`src/rtl/symdec_pkg.sv`:
```
// symdec_pkg: shared code definitions for the 4-bit symbol decoder.
//   CODE_SYM0..3 : legal one-hot-ish codes for symbols 0..3
//   sym_t        : decoded 2-bit symbol
//   dec_t        : {illegal, sym} result of decode_code()
package symdec_pkg;

  localparam logic [3:0] CODE_SYM0 = 4'd0;
  localparam logic [3:0] CODE_SYM1 = 4'd2;
  localparam logic [3:0] CODE_SYM2 = 4'd4;
  localparam logic [3:0] CODE_SYM3 = 4'd8;

  typedef logic [1:0] sym_t;

  typedef struct packed {
    logic illegal;
    sym_t sym;
  } dec_t;

  // Illegal codes decode as symbol 0 with the illegal flag raised.
  function automatic dec_t decode_code(input logic [3:0] code);
    dec_t d;
    d.illegal = 1'b0;
    d.sym     = 2'd0;
    case (code)
      CODE_SYM0: d.sym = 2'd0;
      CODE_SYM1: d.sym = 2'd1;
      CODE_SYM2: d.sym = 2'd2;
      CODE_SYM3: d.sym = 2'd3;
      default:   d.illegal = 1'b1;
    endcase
    return d;
  endfunction

endpackage

```
`src/rtl/symdec_lookup.sv`:
```
// symdec_lookup: combinational code-to-symbol lookup.
//   i_code    : 4-bit coded symbol
//   o_sym     : decoded 2-bit symbol (0 for illegal codes)
//   o_illegal : code is not one of the four legal values
module symdec_lookup
  import symdec_pkg::*;
(
  input  logic [3:0] i_code,
  output sym_t       o_sym,
  output logic       o_illegal
);

  dec_t w_dec;

  assign w_dec     = decode_code(i_code);
  assign o_sym     = w_dec.sym;
  assign o_illegal = w_dec.illegal;

endmodule

```
`src/rtl/symbol_pack_decoder.sv`:
```
// symbol_pack_decoder: decodes 4-bit coded symbols and packs SYMS_PER_WORD
// of them LSB-first into one output word.
//   clk, rst_n          : clock, synchronous active-low reset
//   in_code/in_valid/in_ready     : input symbol handshake
//   flush               : emit the partial word when the output slot is free
//   out_data/out_valid/out_ready  : output word handshake
//   out_err             : word contains at least one illegal code
//   out_partial         : word emitted by flush with fewer than SYMS_PER_WORD symbols
//   err_cnt             : saturating count of accepted illegal codes
// Build option SYMDEC_ERR_DROP_EN: words with an illegal code are discarded
// instead of emitted, and out_err is tied low.
module symbol_pack_decoder
  import symdec_pkg::*;
#(
  parameter int unsigned SYMS_PER_WORD = 4,
  parameter int unsigned ERR_CNT_W     = 8
) (
  input  logic                       clk,
  input  logic                       rst_n,
  input  logic [3:0]                 in_code,
  input  logic                       in_valid,
  output logic                       in_ready,
  input  logic                       flush,
  output logic [2*SYMS_PER_WORD-1:0] out_data,
  output logic                       out_valid,
  input  logic                       out_ready,
  output logic                       out_err,
  output logic                       out_partial,
  output logic [ERR_CNT_W-1:0]       err_cnt
);

  localparam int unsigned OUT_W = 2 * SYMS_PER_WORD;
  localparam int unsigned IDX_W = $clog2(SYMS_PER_WORD);
  localparam logic [IDX_W-1:0]     LAST_IDX = IDX_W'(SYMS_PER_WORD - 1);
  localparam logic [ERR_CNT_W-1:0] CNT_MAX  = '1;

  logic [IDX_W-1:0]     r_idx;
  logic [OUT_W-1:0]     r_asm;
  logic                 r_sticky;
  logic [OUT_W-1:0]     r_out_data;
  logic                 r_out_valid;
  logic                 r_out_partial;
  logic [ERR_CNT_W-1:0] r_err_cnt;

  sym_t             w_sym;
  logic             w_illegal;
  logic             w_slot_free;
  logic             w_accept;
  logic             w_complete;
  logic             w_has_syms;
  logic             w_emit;
  logic             w_load;
  logic             w_word_err;
  logic [OUT_W-1:0] w_word;

  symdec_lookup u_lookup (
    .i_code    (in_code),
    .o_sym     (w_sym),
    .o_illegal (w_illegal)
  );

  // Only the completing symbol needs the output slot; earlier slots fill freely.
  assign w_slot_free = !r_out_valid || out_ready;
  assign in_ready    = (r_idx != LAST_IDX) || w_slot_free;
  assign w_accept    = in_valid && in_ready;

  assign w_complete  = w_accept && (r_idx == LAST_IDX);
  assign w_has_syms  = (r_idx != '0) || w_accept;
  assign w_emit      = w_complete || (flush && w_slot_free && w_has_syms);
  assign w_word_err  = r_sticky || (w_accept && w_illegal);

  // Assembly word including the symbol accepted this cycle.
  always_comb begin
    w_word = r_asm;
    for (int unsigned k = 0; k < SYMS_PER_WORD; k++) begin
      if (w_accept && (r_idx == IDX_W'(k))) begin
        w_word[2*k +: 2] = w_sym;
      end
    end
  end

`ifdef SYMDEC_ERR_DROP_EN
  // Errored words are consumed from assembly but never reach the output.
  assign w_load  = w_emit && !w_word_err;
  assign out_err = 1'b0;
`else
  logic r_out_err;

  assign w_load  = w_emit;
  assign out_err = r_out_err;

  // Error flag of the word held in the output register.
  always_ff @(posedge clk) begin
    if (!rst_n) begin
      r_out_err <= 1'b0;
    end else if (w_load) begin
      r_out_err <= w_word_err;
    end
  end
`endif

  // Output register, assembly state and error counter.
  always_ff @(posedge clk) begin
    if (!rst_n) begin
      r_idx         <= '0;
      r_asm         <= '0;
      r_sticky      <= 1'b0;
      r_out_data    <= '0;
      r_out_valid   <= 1'b0;
      r_out_partial <= 1'b0;
      r_err_cnt     <= '0;
    end else begin
      if (w_load) begin
        r_out_valid   <= 1'b1;
        r_out_data    <= w_word;
        r_out_partial <= !w_complete;
      end else if (r_out_valid && out_ready) begin
        r_out_valid   <= 1'b0;
      end

      if (w_emit) begin
        r_idx    <= '0;
        r_asm    <= '0;
        r_sticky <= 1'b0;
      end else begin
        r_asm    <= w_word;
        r_sticky <= w_word_err;
        if (w_accept) begin
          r_idx <= r_idx + IDX_W'(1);
        end
      end

      if (w_accept && w_illegal && (r_err_cnt != CNT_MAX)) begin
        r_err_cnt <= r_err_cnt + ERR_CNT_W'(1);
      end
    end
  end

  assign out_data    = r_out_data;
  assign out_valid   = r_out_valid;
  assign out_partial = r_out_partial;
  assign err_cnt     = r_err_cnt;

endmodule

```
`config.mk`:
```
export PLATFORM = sky130hd
export DESIGN_NAME = symbol_pack_decoder
export DESIGN_NICKNAME = d
export VERILOG_FILES = /design/src/rtl/symdec_pkg.sv /design/src/rtl/symdec_lookup.sv /design/src/rtl/symbol_pack_decoder.sv
export SDC_FILE = /design/constraint.sdc
export NUM_CORES = 1
export LEC_CHECK = 0
export CAP_MARGIN = 40
export CORE_MARGIN = 2
export CORE_UTILIZATION = 41
export CTS_BUF_LIST = sky130_fd_sc_hd__clkbuf_4
export CTS_CLUSTER_SIZE = 10
export DETAILED_ROUTE_END_ITERATION = 10
export MAX_ROUTING_LAYER = met4
export PLACE_DENSITY_LB_ADDON = 0.08
export SLEW_MARGIN = 40
export SYNTH_ARGS = -nofsm -noshare
export SYNTH_HDL_FRONTEND = slang
export SYNTH_HIERARCHICAL = 1
export SYNTH_SLANG_ARGS = --single-unit
```
`constraint.sdc`:
```
create_clock -name clk -period 1.98 [get_ports clk]
set_clock_uncertainty 0.15 [all_clocks]
set_input_delay 0.297 -clock clk [delete_from_list [all_inputs] [get_ports clk]]
set_output_delay 0.297 -clock clk [all_outputs]
set_load 0.05 [all_outputs]
```
# Word-level counts from Yosys, hierarchy flattened
# Cells that the tools add are included.
# totals
register_bits	30
inputBits	9
out_inout_bits	20
word_cells	50
# op_classes
n_addsub	2
eq_ne	8
n_mux	8
bitwise	1
n_reduce_logical	23
# op_table
cell	n
1-bit logical AND	10
8-bit by 1-bit adder with 8-bit output, second input constant	1
2-bit two-way mux	4
8-bit inequality test, second input constant	1
2-bit case mux with 3 select lines	1
1-bit logical OR	5
2-bit == test, second input constant	2
4-bit by 2-bit == test with 1-bit output, second input constant	1
4-bit by 3-bit == test with 1-bit output, second input constant	1
4-bit == test, second input constant	1
4-bit logical NOT	1
2-bit nonzero test	2
4-bit OR reduction	1
1-bit two-way mux	3
2-bit by 1-bit adder with 2-bit output, second input constant	1
2-bit by 1-bit == test with 1-bit output, second input constant	1
1-bit logical NOT	2
2-bit logical NOT	1
2-bit inequality test, second input constant	1
2-bit OR reduction	1
1-bit NOT	1

# Depth between registers and ports, before layout
# Gate-level depths: netlist of run 1.
# logic_depth
word_depth	8
mapped_depth	7
ltp_nobuf	6

# Hierarchy
# Netlist of run 1, hierarchy kept.
# modules_own_cells
mod	instances	cells_each	area_per_inst_um2	seq_area_each_um2
symbol_pack_decoder	1	132	1290.0	600.6
symdec_lookup	1	7	53.8	0.0

# Least setup slack after synthesis of run 1
# OpenSTA, ideal clock, no wires.
# synth_timing
path_kind	register to register
start	register r_err_cnt[0], in the netlist err_cnt[0]
end	register r_err_cnt[1], in the netlist err_cnt[1]
setup_time_ps	128
arrival_ps	1690
t_required_ps	1702
slack_ps	12
stages_incl_launch_ff	7
n_path_buf	1
synth_period_minus_slack_ps	1968
cell_sequence	dfxtp_1 -> ha_1 -> nand3_1 -> o2111ai_4 -> buf_6 -> mux2i_1 -> nor2_1
# synth_between
elab_chain_len	2
elab_cells_between_ends	3
cone_classes	1 x add/sub; 1 x eq/ne; 1 x reduce/logical
# synth_lines
item	line	source
start, declared	symbol_pack_decoder.sv:43	logic [ERR_CNT_W-1:0] r_err_cnt;
start signal, assigned	symbol_pack_decoder.sv:134	r_err_cnt <= r_err_cnt + ERR_CNT_W'(1);
parallel branches: the longest is 2 deep, another holds 8-bit by 1-bit adder with 8-bit output	-	
# Parallel ways; which one is timed is not known.
# A chain may end at the register's enable or synchronous reset.

# Final worst setup path of run 1
# layout_timing
start	register r_out_err, in the netlist out_err
end	output out_err
# layout_rtl
item	line	source
start, declared	symbol_pack_decoder.sv:87	logic r_out_err;
start signal, assigned	symbol_pack_decoder.sv:97	r_out_err <= w_word_err;
end, declared	symbol_pack_decoder.sv:27	output logic out_err,
# No word-level cell between the ends.

==> results of run 1 <==
==> what timing repair did <==
| item | 4_1_cts | 5_1_grt |
|---|---|---|
| buffers inserted | 0 | 3 |
| resized for setup | 1 | 9 |
| cloned | 0 | 1 |
| pin swaps | 0 | 2 |
| endpoints found under the setup margin | 1 | 20 |
==> sequential cells by signal, indices dropped and copies added (netlist names) <==
name and cells:
r_idx 2, r_sticky 1, out_valid 1, out_data 8, r_asm 8, out_err 1
err_cnt 8, out_partial 1
==> area by class of cell <==
cell class / count / area share
multi-input combinational: 100 / 0.3685
timing repair buffer: 49 / 0.2347
inverter: 4 / 0.007717
tap: 44 / 0.02830
sequential: 30 / 0.3087
clock buffer: 5 / 0.01929
clock inverter: 3 / 0.03280
==> logic make-up (layout without fill, tap and decap cells) <==
logic type                 count (synthesis)  in the layout  synth area share
adders and majority gates                  5              5           0.04655
DFF                                       30             30            0.4469
muxes                                      9              9           0.06704
xor gates and xnor gates                   4              4           0.02608
and+or+nand+nor                           42             42            0.1871
AOI/OAI and AO/OA                         39             40            0.1899
buffers and inverters                     10             61           0.03631
==> through the flow <==
step | setup slack (ns) | util | instances | setup TNS, ns
after global placement | -0.2638 | 0.5801 | 223 | -1.553
after detailed placement | -0.3251 | 0.5801 | 223 | -2.107
final | 0.04975 | 0.6321 | 235 | 0
after floorplan | 0.01195 | - | 139 | 0
after CTS | 0.003148 | 0.6126 | 231 | 0
after global routing | -0.001652 | 0.6321 | 235 | -0.001652
==> worst register-to-register path, stage by stage (launching register included) <==
cell and delay, ns:
dfxtp_1 0.35, ha_1 0.26, nand3_1 0.20, o2111ai_4 0.16
or4_1 0.51, a21oi_1 0.15
==> power by group through the flow <==
stage                     Combinational, uW  Clock, uW  Sequential (uW)
final                                   319        607              653
after CTS                               311        624              654
after global placement                  306          0              667
after floorplan                         109          0              748
after global routing                    341        648              657
after detailed placement                311          0              668
==> cells in the final DEF, fill, tap and decap left out, drive strengths merged <==
cell type,count
a211oi,10
a21oi,17
a22o,1
a22oi,1
a31oi,2
and2b,1
and3,4
and4,1
buf,29
bufinv,2
clkbuf,5
clkdlybuf4s50,13
clkinv,2
dfxtp,30
dlygate4sd2,1
dlymetal6s2s,6
ha,5
inv,3
mux2i,9
nand2,4
nand2b,2
nand3,4
nand3b,1
nand4,1
nor2,14
nor3,4
o2111ai,2
o21ai,5
o31ai,2
or3,4
or4,2
xnor2,3
xor2,1
==> routing by layer <==
layer,share of wire,vias to the layer above
met1,0.40,585
li1,-,617
met3,0.046,7
met4,0.015,0
met5,0,-
met2,0.54,28
==> worst paths after layout <==
check	startpoint	end	slack [ns]
setup reg to reg	err_cnt[0]$_SDFFE_PN0P_	err_cnt[7]$_SDFFE_PN0P_	0.14
hold reg to reg	r_sticky$_SDFF_PP0_	r_sticky$_SDFF_PP0_	0.34
setup / recovery	out_err$_SDFFE_PN0P_	out_err	0.05
hold / removal	r_sticky$_SDFF_PP0_	r_sticky$_SDFF_PP0_	0.34
==> results.cfg, run 1 <==
[yosys]
yosysMostFrequentCell = dfxtp_1
yosysTopAreaCellShare = 0.4469
synth_edf_count = 0
synth_cells = 139
synth.cell_area_sq_um = 1344
synth.distinct_cells = 34
ys_seq_area_frac = 0.4469
synth.avg_cell_area_sq_um = 9.668
synth_top_cell_by_area = dfxtp_1
synth-async-reset-ratio = 0
syn_nets = 153
synth.top_cells.by_count = dfxtp_1, a21oi_1, nor2_1
ys_warn_count = 6
synth_ff_type = dfxtp_1
synth_area_leaders = dfxtp_1, mux2i_1, a21oi_1
ys_seq_elements = 30

[clock_tree]
clkLatencyLatePin_ns = 0.33
clk_pin_slew_worst_paths_ns = 0.10
root_buffer = clkbuf_4
clk_path_buf_depth = 2
cts_sinks = 30
tritoncts = yes
cts_made_buffers = 5
cts_max_level = 2
hold_buffers = 0

[grt]
grt_pass1_vias = 1131
grtUsageMet1 = 0.1987
globalRouteMet2Util = 0.3267
grt_first_pass_wirelength_um = 4926
grtUsageMet3 = 0.05042
grt_antenna_before_repair = 0
grt_use_total = 0.1891
busiest_layer = met2
grt_max_degree = 17
grt_overflow_total = 0

[pwr]
total_power_uw = 1580
leakage_uw = 0.0008616
power_density_nw_per_um2 = 811.8
switching_share = 0.2681
p_sw_uw = 423.4
pwr-share-seq = 0.414
combinationalPowerShare = 0.202
intPower_uw = 1156
clockPowerShare = 0.384
peakVddDrop_uv = 407.2

[final_layout]
regArea_sq_um = 600.6
fin_area_sq_um = 1946
multi_input_area_sq_um = 716.9
fillers = 307
drive_gt1_frac = 0.2618
antenna_cells = 0
syn2layout_area_growth_pct = 44.79
nNetsFinal = 204

[detailed_routing]
drt_iter0_drc = 56
first_pass_iters = 4
via_per_inst = 5.264
wire_per_inst_um = 13.83
antenna_left = 0
vias = 1237
drc_errors = 0
wirelength_um = 3251

[setup_path]
r2r_cells = 5
critPathCaptureType = primary output
path_buf_inv = 1
path_class = register to primary output
worst_path_max_delay_cell = clkdlybuf4s50_1
cp_slowest_stage_delay_ns = 0.80
crit_family = buffers and inverters
cp.depth = 1
critPathMaxFanout = 2
critPathRequiredTime_ns = 1.53
worstSetupStartpointType = register
cp.arrival_ns = 1.48
cp_cell_sequence = clkdlybuf4s50_1

[hold_path]
min_path_cells = 2
hold_path_class = register to register

[timing]
maxSlewViolCount = 0
finalCritPeriodShare = 0.9749
relSlewSlack = 0.6599
hold_viol = 0
hold_slack_ns = 0.3365
setup_viol = 0
period_minus_slack_ns = 1.930
fmax_mhz = 518.1
tightest_slew_ns = 0.5093

[die]
fp.dieW_um = 61.25
die_h_um = 61.25
coreArea_sq_um = 3078
die-area_sq_um = 3752
rows = 20
start_util = 0.4366
pin_count = 29

[status]
status = finished, final reports clean

[placed_design]
gp_congestion = 0.7483
portBuffers = 28
dpl_cell_area_sq_um = 1785
dp_hpwl_um = 2318

[run]
cap_violations = 0
No activity file was read; power rests on OpenSTA's default activity.
==> run 2, diff against run 1 <==
Settings changed: CORE_UTILIZATION 41 to 35, SYNTH_HIERARCHICAL 1 to default.
==> run 2 against run 1 <==
Effect of this change: worst setup slack improved by 0.0067 ns; first-iteration DRC count rose by 43%; synthesized cell count did not move; hold slack got worse by 0.0084 ns; wire length fell by 1.8%; via count fell by 3.1%.
==> results.cfg, run 2 <==
[placed_design]
dp_slack_ns = -0.08344
gp_congestion = 0.7056
dp_hpwl_um = 2422
portBuffers = 28
dpl_cell_area_sq_um = 1812

[yosys]
syn_nets = 153
ys_seq_elements = 30
yosysMostFrequentCell = dfxtp_1
synth-async-reset-ratio = 0
ys_warn_count = 0
yosysTopAreaCellShare = 0.4511
synth_top_cell_by_area = dfxtp_1
synth.cell_area_sq_um = 1331
ys_seq_area_frac = 0.4511
synth.top_cells.by_count = dfxtp_1, a21oi_1, nor2_1
synth_edf_count = 0
synth.avg_cell_area_sq_um = 9.578
synth.distinct_cells = 36
synth_ff_type = dfxtp_1
synth_cells = 139
synth_area_leaders = dfxtp_1, mux2i_1, a21oi_1

[timing]
setup_viol = 0
fmax_mhz = 519.9
relSlewSlack = 0.6623
hold_slack_ns = 0.3281
hold_viol = 0
period_minus_slack_ns = 1.924
finalWorstSetupSlack_ns = 0.05642
rsz0062_at_grt = false
finalCritPeriodShare = 0.9715
maxSlewViolCount = 0
tightest_slew_ns = 0.5058

[setup_path]
crit_family = buffers and inverters
cp_slowest_stage_delay_ns = 0.80
path_buf_inv = 1
cp_cell_sequence = clkdlybuf4s50_1
worstSetupStartpointType = register
cp.arrival_ns = 1.48
worst_path_max_delay_cell = clkdlybuf4s50_1
critPathCaptureType = primary output
critPathRequiredTime_ns = 1.53
path_class = register to primary output
critPathMaxFanout = 2

[final_layout]
regArea_sq_um = 610.6
nNetsFinal = 200
fin_area_sq_um = 1907
layout_common_cells = dfxtp_1, buf_4, a21oi_1
fillers = 348
syn2layout_area_growth_pct = 43.23
antenna_cells = 0
drive_gt1_frac = 0.2567
final_common_cell = dfxtp_1
final_util = 0.5208
multi_input_area_sq_um = 699.4

[clock_tree]
hold_buffers = 0
postCtsSetupBuffers = 0
clk_path_buf_depth = 2
clk_pin_slew_worst_paths_ns = 0.09
clkLatencyLatePin_ns = 0.33
cts_made_buffers = 5
root_buffer = clkbuf_4
tritoncts = yes
cts_sinks = 30
cts_max_level = 2

[detailed_routing]
drt_iter0_drc = 80
wirelength_um = 3192
via_per_inst = 5.102
first_pass_iters = 6
vias = 1199
antenna_left = 0
wire_per_inst_um = 13.58
drc_errors = 0

[status]
status = finished, final reports clean

[die]
die-area_sq_um = 4313
pin_count = 29
die_h_um = 65.68
fp.dieW_um = 65.68
coreArea_sq_um = 3661
start_util = 0.3636
rows = 22

[grt]
grt_overflow_total = 0
grt_first_pass_wirelength_um = 5471
grt_antenna_before_repair = 0
grt_pass1_vias = 1188
grt_use_total = 0.1723
grt_max_degree = 12

[hold_path]
hold_path_class = register to register

[run]
cap_violations = 0

[pwr]
peakVddDrop_uv = 527.2
leakage_uw = 0.0008336
total_power_uw = 1434
power_density_nw_per_um2 = 752.0
run 2: final timing paths:
kind / slack (ns) / start / cells past startpoint / end
setup / recovery: 0.06 / out_err$_SDFFE_PN0P_ / 1 / out_err
hold / removal: 0.33 / r_sticky$_SDFF_PP0_ / 2 / r_sticky$_SDFF_PP0_
setup reg to reg: 0.19 / err_cnt[0]$_SDFFE_PN0P_ / 4 / err_cnt[6]$_SDFFE_PN0P_
hold reg to reg: 0.33 / r_sticky$_SDFF_PP0_ / 2 / r_sticky$_SDFF_PP0_
run 2: what timing repair did:
action,4_1_cts,5_1_grt
endpoints found under the setup margin,2,8
gates cloned,0,0
resized for setup,2,8
run 2: through the flow:
| stage | instances | TNS [ns] |
|---|---|---|
| 6_report | 235 | 0 |
| 3_3_place_gp | 227 | -0.2281 |
| 2_1_floorplan | 139 | -0.2121 |
| 3_5_place_dp | 227 | -0.8266 |
| 5_1_grt | 235 | 0 |
| 4_1_cts | 235 | 0 |
run 2: power by group:
part,total (uW),internal [uW],switching [uW]
Sequential,651,633,17.5
Combinational,305,129,176
Clock,478,261,217
Total,1430,1020,411
run 2: cell type report:
| type | count | share of cell area |
|---|---|---|
| multi-input cells | 98 | 0.3668 |
| repair buffers | 46 | 0.2310 |
| well taps | 48 | 0.03150 |
| inverters | 5 | 0.009843 |
| clock inverters | 3 | 0.02100 |
| clock buffers | 5 | 0.01969 |
| flip-flops and latches | 30 | 0.3202 |
run 2: logic make-up after synthesis:
logic type / Yosys count / synth area share
XOR/XNOR: 3 / 0.01974
AND/OR/NAND/NOR: 41 / 0.1579
flip-flops: 30 / 0.4511
buffers and inverters: 11 / 0.03665
multiplexers: 9 / 0.06767
adder cells (fa/ha/maj): 6 / 0.05733
AO/OA/AOI/OAI: 39 / 0.2096
run 2: layer usage:
metal / share of wire / routed length (um) / global-route usage
met1: 0.44 / 1389 / 0.1981
met2: 0.51 / 1633 / 0.2841
met3: 0.035 / 111 / 0.04623
met4: 0.018 / 57 / 0.07031
met5: 0 / 0 / -
==> run 3, diff against run 2 <==
Settings changed: CTS_CLUSTER_SIZE 10 to default.
Clock period 1.98 ns to 1.92 ns, I/O delays scaled along.
==> run 3 against run 2 <==
Effect of this change: final cell count up 0.85%; critical path type unchanged; highest routed layer unchanged; first-iteration DRC count down 6.3%; combinational power up 2%; core utilization down 1.6 points; critical endpoint is now in_ready.
==> results.cfg, run 3 (synthesized netlist as in run 2, its figures left out) <==
[status]
status = finished, final reports clean

[pwr]
p_sw_uw = 415.3
power_density_nw_per_um2 = 720.8
clockPowerShare = 0.261
combinationalPowerShare = 0.234
pwr-share-seq = 0.505
switching_share = 0.3116
peakVddDrop_uv = 378.8
leakage_uw = 0.0007165
intPower_uw = 917.6

[detailed_routing]
wirelength_um = 3204
drc_errors = 0
drt_iter0_drc = 75
wire_per_inst_um = 13.52
vias = 1217
antenna_left = 0
via_per_inst = 5.135
first_pass_iters = 4

[grt]
grt_antenna_before_repair = 0
grt_max_degree = 12
grt_overflow_total = 0
grt_pass1_vias = 1240
grt_first_pass_wirelength_um = 5402
grt_use_total = 0.1684

[final_layout]
layout_common_cells = buf_4, dfxtp_1, a21oi_1
syn2layout_area_growth_pct = 38.91
fin_area_sq_um = 1849
nNetsFinal = 202
final_common_cell = buf_4
antenna_cells = 0
drive_gt1_frac = 0.3333
instances_no_fill = 237
fillers = 366

[clock_tree]
cts_made_buffers = 5
cts_resized = 0
tritoncts = yes
hold_buffers = 0
clk_path_buf_depth = 2
cts_sinks = 30
clkLatencyLatePin_ns = 0.32
postCtsSetupBuffers = 0
cts_max_level = 2
clk_pin_slew_worst_paths_ns = 0.10
root_buffer = clkbuf_4

[die]
fp.dieW_um = 65.68
pin_count = 29
start_util = 0.3636
coreArea_sq_um = 3661
die_h_um = 65.68
die-area_sq_um = 4313
rows = 22

[setup_path]
r2r_cells = 4
r2r-end = err_cnt[6]$_SDFFE_PN0P_
path_class = register to primary output
path_buf_inv = 2
critPathRequiredTime_ns = 1.48
crit_family = flip-flops
cp_slowest_stage_delay_ns = 0.37
ff2ff_setup_slack_ns = 0.10
worstSetupStartpointType = register
worst_path_max_delay_cell = dfxtp_2
cp_cell_sequence = ha_2 -> nand3b_1 -> buf_4 -> buf_12
cp.arrival_ns = 1.39
critPathMaxFanout = 6
r2r-start = err_cnt[0]$_SDFFE_PN0P_
critPathCaptureType = primary output
critical_path.startpoint = r_idx[1]$_SDFFE_PP0N_

[timing]
setup_viol = 0
rsz0062_at_grt = false
finalCritPeriodShare = 0.9514
hold_viol = 0
setup_tns_ns = 0
period_minus_slack_ns = 1.827
relSlewSlack = 0.7218
tightest_slew_ns = 0.4169
hold_slack_ns = 0.3350
fmax_mhz = 547.4
maxSlewViolCount = 0

[run]
cap_violations = 0

[hold_path]
min_path_cells = 2
min_from = r_sticky$_SDFF_PP0_
hold_path_class = register to register
whs_endpoint = r_sticky$_SDFF_PP0_

[placed_design]
place_inst = 229
portBuffers = 28
dp_hpwl_um = 2505
gp_congestion = 0.7383
dpl_cell_area_sq_um = 1795
==> run 3: changes by cell type in the layout (fill, tap and decap cells not counted) <==
| cell | previous run | this run |
|---|---|---|
| buf_4 | 23 | 38 |
| dlymetal6s2s_1 | 8 | 0 |
| clkdlybuf4s50_1 | 11 | 8 |
| dlygate4sd2_1 | 2 | 0 |
| bufinv_16 | 1 | 0 |
| clkinv_1 | 1 | 2 |
| clkinv_2 | 2 | 1 |
| clkinvlp_4 | 0 | 1 |
| dfxtp_1 | 24 | 23 |
| dfxtp_2 | 5 | 6 |
==> run 3: through the flow <==
stage / worst slack, ns / total power, uW / utilization
floorplan: -0.1049 / 877.3 / -
global placement: -0.1124 / 997.0 / 0.4904
detailed placement: -0.1950 / 1002 / 0.4904
CTS: 0.06465 / 1359 / 0.5051
global route: 0.003885 / 1405 / 0.5051
finish: 0.09328 / 1333 / 0.5051
==> run 3: worst max-delay path by stage <==
stage,end,depth (start not counted)
floorplan,err_cnt[5]$_SDFFE_PN0P_,5
global placement,out_err$_SDFFE_PN0P_,5
detailed placement,out_data[3]$_SDFFE_PN0P_,5
CTS,in_ready,4
global route,in_ready,4
finish,in_ready,4
==> run 3: power by group through the flow <==
stage	logic (uW)	registers [uW]	clock network, uW
2_1_floorplan	111	766	0
3_3_place_gp	311	686	0
3_5_place_dp	315	687	0
4_1_cts	316	673	370
5_1_grt	334	678	393
6_report	312	673	348
==> run 3: worst reg2reg max path, delay by kind of cell, from the launching register on <==
family	cells	cell delay, ns
and+or+nand+nor	2	0.69
adders and majority gates	1	0.24
DFF	1	0.37
AOI/OAI and AO/OA	1	0.25
==> run 3: area by class of cell <==
type                    count  area, sq um  area share
multi-input cells          98        699.4      0.3782
flip-flops and latches     30        611.8      0.3309
repair buffers             48        405.4      0.2192
well taps                  48        60.06     0.03248
clock buffers               5        37.54     0.02030
inverters                   5        18.77     0.01015
clock inverters             3        16.27    0.008796
==> run 3: metal layers <==
layer | up-vias | share of wire | GRT usage | routed length (um)
li1 | 612 | - | - | -
met1 | 576 | 0.43 | 0.1720 | 1372
met2 | 24 | 0.51 | 0.3081 | 1650
met3 | 5 | 0.044 | 0.05308 | 141
met4 | 0 | 0.012 | 0.04688 | 40
met5 | - | 0 | - | 0
